==> src/rtl/gate_array_unit.sv <==
// gate_array_unit: WIDTH lanes of an N_IN-input gate with runtime-selectable function behind a
// valid/ready handshake. Define GATE_SWEEP_EN to build in the lane-0 truth-table sweep engine.
module gate_array_unit #(
   parameter int unsigned WIDTH = 8,
   parameter int unsigned N_IN  = 2
) (
   input  logic                    clk,
   input  logic                    rst_n,
   input  logic                    in_valid,
   output logic                    in_ready,
   input  logic [N_IN*WIDTH-1:0]   in_data,
   input  logic [2:0]              mode,
   output logic                    out_valid,
   input  logic                    out_ready,
   output logic [WIDTH-1:0]        out_data,
   input  logic                    sweep_start,
   output logic                    sweep_busy,
   output logic                    sweep_done,
   output logic [2**N_IN-1:0]      truth_table
);

   // One gate evaluated over the N_IN operand bits of a single lane.
   function automatic logic f_bit(input logic [2:0] m, input logic [N_IN-1:0] ops);
      case (m)
         3'd0:    return &ops;
         3'd1:    return ~&ops;
         3'd2:    return |ops;
         3'd3:    return ~|ops;
         3'd4:    return ^ops;
         3'd5:    return ~^ops;
         3'd6:    return ~ops[0];
         default: return ops[0];
      endcase
   endfunction

   function automatic logic [WIDTH-1:0] f_gate(input logic [2:0] m,
                                               input logic [N_IN*WIDTH-1:0] d);
      logic [WIDTH-1:0] res;
      logic [N_IN-1:0]  ops;
      res = '0;
      ops = '0;
      for (int l = 0; l < int'(WIDTH); l++) begin
         for (int k = 0; k < int'(N_IN); k++) ops[k] = d[k*int'(WIDTH) + l];
         res[l] = f_bit(m, ops);
      end
      return res;
   endfunction

   logic             w_xfer;
   logic             r_out_valid;
   logic [WIDTH-1:0] r_out_data;

   assign w_xfer    = in_valid && in_ready;
   assign out_valid = r_out_valid;
   assign out_data  = r_out_data;

   // One-entry output register; out_data keeps its last value when drained.
   always_ff @(posedge clk or negedge rst_n) begin
      if (!rst_n) begin
         r_out_valid <= 1'b0;
         r_out_data  <= '0;
      end else if (w_xfer) begin
         r_out_valid <= 1'b1;
         r_out_data  <= f_gate(mode, in_data);
      end else if (out_ready) begin
         r_out_valid <= 1'b0;
      end
   end

`ifdef GATE_SWEEP_EN
   localparam int unsigned N_COMB = 2**N_IN;

   typedef enum logic [1:0] {S_IDLE, S_SWEEP, S_DONE} state_t;

   state_t            r_state;
   state_t            w_state_nxt;
   logic [N_IN-1:0]   r_cnt;
   logic [2:0]        r_mode;
   logic [N_COMB-1:0] r_tt;
   logic              w_start;
   logic              w_sweep_bit;

   // A sweep may only begin with the output register empty; otherwise the request is dropped.
   assign w_start     = (r_state == S_IDLE) && sweep_start && !r_out_valid;
   assign w_sweep_bit = f_bit(r_mode, r_cnt);
   assign truth_table = r_tt;

   always_ff @(posedge clk or negedge rst_n) begin
      if (!rst_n) r_state <= S_IDLE;
      else        r_state <= w_state_nxt;
   end

   always_comb begin
      w_state_nxt = r_state;
      in_ready    = 1'b0;
      sweep_busy  = 1'b1;
      sweep_done  = 1'b0;
      case (r_state)
         S_IDLE: begin
            sweep_busy = 1'b0;
            in_ready   = !sweep_start && (!r_out_valid || out_ready);
            if (w_start) w_state_nxt = S_SWEEP;
         end
         S_SWEEP: begin
            if (&r_cnt) w_state_nxt = S_DONE;
         end
         S_DONE: begin
            sweep_done  = 1'b1;
            w_state_nxt = S_IDLE;
         end
         default: w_state_nxt = S_IDLE;
      endcase
   end

   // Counter value doubles as the operand pattern: operand k bit = r_cnt[k].
   always_ff @(posedge clk or negedge rst_n) begin
      if (!rst_n) begin
         r_cnt  <= '0;
         r_mode <= '0;
         r_tt   <= '0;
      end else if (w_start) begin
         r_cnt  <= '0;
         r_mode <= mode;
         r_tt   <= '0;
      end else if (r_state == S_SWEEP) begin
         r_tt[r_cnt] <= w_sweep_bit;
         r_cnt       <= r_cnt + 1'b1;
      end
   end
`else
   logic w_unused_sweep_start;

   assign w_unused_sweep_start = sweep_start;
   assign in_ready             = !r_out_valid || out_ready;
   assign sweep_busy           = 1'b0;
   assign sweep_done           = 1'b0;
   assign truth_table          = '0;
`endif

endmodule

==> config.mk <==
export PLATFORM = sky130hd
export DESIGN_NAME = gate_array_unit
export DESIGN_NICKNAME = d
export VERILOG_FILES = /design/src/rtl/gate_array_unit.sv
export SDC_FILE = /design/constraint.sdc
export NUM_CORES = 1
export LEC_CHECK = 0
export BUFFER_PORTS_ARGS = -buffer_cell sky130_fd_sc_hd__buf_4
export CORE_ASPECT_RATIO = 2
export CORE_MARGIN = 2
export CORE_UTILIZATION = 25
export DETAILED_ROUTE_END_ITERATION = 10
export GPL_TIMING_DRIVEN = 0
export PLACE_DENSITY = 0.51
export SKIP_CTS_REPAIR_TIMING = 1
export SLEW_MARGIN = 5
export SYNTH_ARGS = -nofsm -noshare
export SYNTH_HDL_FRONTEND = slang
export SYNTH_SLANG_ARGS = --single-unit
==> constraint.sdc <==
create_clock -name clk -period 2 [get_ports clk]
set_input_delay 0.1 -clock clk [delete_from_list [all_inputs] [get_ports clk]]
set_output_delay 0.1 -clock clk [all_outputs]
set_load 0.03 [all_outputs]
==> metrics.md <==
| Metric | Value |
|---|---|
| Period Utilization, post-route | 0.629 |
| Post-layout minimum cycle time | 1.26 ns |
| Slew @ Worst Pin | 0.526 ns |
| CP max-delay cell | dfrtp_1 |
| Sequential power share | 0.284 |
| Largest net degree at the start of global routing | 11 |
| Crit path max fanout | 10 |
| Overflow after GRT | 0 |
| Fill cells | between 500 and 600 |
| Hold path depth | 2 |
| Critical path type | flop to flop |
| Iteration-0 DRC Markers | 27 |
| Layout cells sized above 1 | 0.289 |
| N_diodes | 0 |
| Via density per instance | 4.62 |
| Fmax | about 0.80 GHz |
| FF-to-FF path depth | 4 |
| Synth Register Bits | 9 |
| Layout Nets | 231 |
| Post-Route WL | 2.94 mm |
| Syn Inst Count | around 150 |
| Clock power share | 0.255 |
| Number of global-route vias before repair | roughly 1100 |
| Clock slew at reported path FFs | 0.04 ns |
| CP arrival | 1.39 ns |
| WP buf/inv | 1 |
| CTS tree | built |
| Routed Antenna Nets | 0 |
| Internal power | 508 uW |
| Dpl cells | 240 |
| I/O pin cnt | 40 |
| Hold path endpoint | out_valid |
| Crit-path cells | nand2b_1, nand2_1, buf_1, o31ai_1 |
| RSZ-0062 raised after global routing | false |
| Hold Startpoint | in_valid |
| Avg WL per Cell | 12.0 um |
| Max-cap viol count | 0 |
| First-pass GRT wire length | 4.81 mm |
| Sink Count | 9 |
| Slack of the worst reg-to-reg path | 0.74 ns |
| Non-Filler Instances | 245 |
| Delay-heaviest family, CP | flip-flops |
| Placer congestion estimate | 0.790 |
| PwrDens | 506 nW/um2 |
| Initial Util | 0.260 |
| Die height | 102 um |
| DP Area | between 1500 and 2000 um2 |
| GRT Total Usage | 0.117 |
| Via count | 1132 |
| Hold Crit Class | primary input to flop |
| Clock Skews | about 0.0012 ns |
| 1st-pass router iterations | 4 |
| Status | finished, final reports clean |
| Required @ worst endpoint | 2.14 ns |
| Final hold violation count | 0 |
| Rel. slew slack | 0.650 |
| Mapped Area | approximately 1200 um2 |
| Clk_lat worst skew | 0.23 ns |
| Antenna violations before repair | 0 |
| Flip-flop and latch area | 225 um2 |
| Port bufs | 31 |
| Switching portion of total power | 0.365 |
| Sequential area share after synthesis | 0.187 |
| Slew Viols, Final | 0 |
| Rows | 35 |
| CP Capture Type | flop |
| Max Root-Sink Buffers | 2 |
| CP max stage delay | 0.36 ns |
| NetSw | 292 uW |
| Number of H-tree levels | 1 |
| Sum Neg Setup Slack | 0 ns |
| Drt drc | 0 |
| Final setup violating endpoints | 0 |
| Yosys Warn Count | 0 |
| Fin area | 1580 um2 |
| Root Buffer Master | clkbuf_8 |
| Pleak | 0.783 nW |
| FF-to-FF Start | out_valid |
| Mapped Avg Cell Area | around 8.1 um2 |
| CP startpoint kind | flop |
| Core area | 4640 um2 |
| Hold slack final | 0.0699 ns |
| Synth-to-layout area growth | 31.1% |
| Multi-input logic area | about 800 um2 |
| Die width | 53.1 um |
| Gate power share | 0.461 |
| Final core utilization | 0.341 |
| CTS Buf Count | 3 |
| Netlist cell types | 23 |
| Peak supply drop | ~250 uV |
| Die ar. | 5430 um2 |
| Post-DP HPWL | 2.42 mm |
| RR Endpoint | out_data[4] |
-- power by group through the flow --
stage | Combinational (mW) | Clock (mW) | Sequential, mW
floorplan | 0.182 | 0 | 0.287
global placement | 0.370 | 0 | 0.230
detailed placement | 0.371 | 0 | 0.231
CTS | 0.371 | 0.213 | 0.228
global route | 0.406 | 0.221 | 0.231
finish | 0.369 | 0.204 | 0.227
-- area by class of cell --
class / count / share of cell area
inverter: 16 / 0.0380
tap: 55 / 0.0435
buffer: 16 / 0.0862
clock buffer: 4 / 0.0285
multi-input combinational: 113 / 0.508
sequential: 9 / 0.142
timing repair buffer: 32 / 0.153
-- sequential cells by signal, summed over array words and instances, names as in the netlist --
name,cells
out_data,8
out_valid,1
-- cells by family (layout without fill, tap and decap cells) --
logic type / after synthesis / count (layout) / synth area share
AND/OR/NAND/NOR: 51 / 51 / 0.196
other: 1 / 6 / 0.00311
flip-flops: 9 / 9 / 0.187
buffers and inverters: 32 / 68 / 0.163
AO/OA/AOI/OAI: 40 / 40 / 0.285
adder cells (fa/ha/maj): 16 / 16 / 0.166
-- worst max path at each step --
stage | startpoint | to | slack [ns] | cells past startpoint
after CTS | out_valid | out_data[4] | 0.69 | 4
after floorplan | out_valid | out_data[4] | 0.45 | 4
after global placement | mode[2] | out_data[3] | 0.57 | 5
after global routing | out_valid | out_data[5] | 0.54 | 5
after detailed placement | mode[2] | out_data[4] | 0.59 | 5
final | out_valid | out_data[4] | 0.74 | 4
-- stage by stage --
stage	power [mW]	worst slack (ns)
after floorplan	0.469	0.448
after global placement	0.600	0.569
after detailed placement	0.601	0.590
after CTS	0.813	0.692
after global routing	0.857	0.535
final	0.800	0.743
-- synthesized netlist by cell type --
master     n  area share
a211o_1    7       0.051
clkbuf_1   1      0.0031
conb_1     1      0.0031
nor2_1    20       0.062
a211oi_1   5       0.031
nor2b_1    1      0.0052
a21oi_1    4       0.017
o31ai_1    8       0.050
a211oi_2   7       0.073
dfrtp_1    9        0.19
nand3b_1   3       0.019
or2_1      1      0.0052
inv_1     16       0.050
ha_1      16        0.17
nand3_1    1      0.0041
buf_6      7       0.065
buf_1      1      0.0031
a21o_1     1      0.0062
buf_4      6       0.037
buf_2      1      0.0041
a311oi_1   8       0.058
nand2b_1  11       0.057
nand2_1   14       0.044
-- placed cells by master (no fill, tap or decap), types with 2 or more instances in the layout --
| master | count |
|---|---|
| buf_4 | 37 |
| nor2_1 | 20 |
| inv_1 | 16 |
| ha_1 | 16 |
| nand2_1 | 14 |
| nand2b_1 | 11 |
| dfrtp_1 | 9 |
| a311oi_1 | 8 |
| o31ai_1 | 8 |
| buf_6 | 7 |
| a211o_1 | 7 |
| a211oi_2 | 7 |
| conb_1 | 6 |
| a211oi_1 | 5 |
| a21oi_1 | 4 |
| nand3b_1 | 3 |
| clkbuf_8 | 3 |
| clkbuf_1 | 2 |
-- routing by layer --
layer  vias to the layer above  part of all wire  global-route usage
met1                       513              0.40               0.124
met5                         -                 0                   0
met2                        26              0.54               0.229
li1                        589                 -                   -
met4                         0             0.016              0.0473
met3                         4             0.041             0.00585
Note: power is estimated with default switching activity, not from simulation.
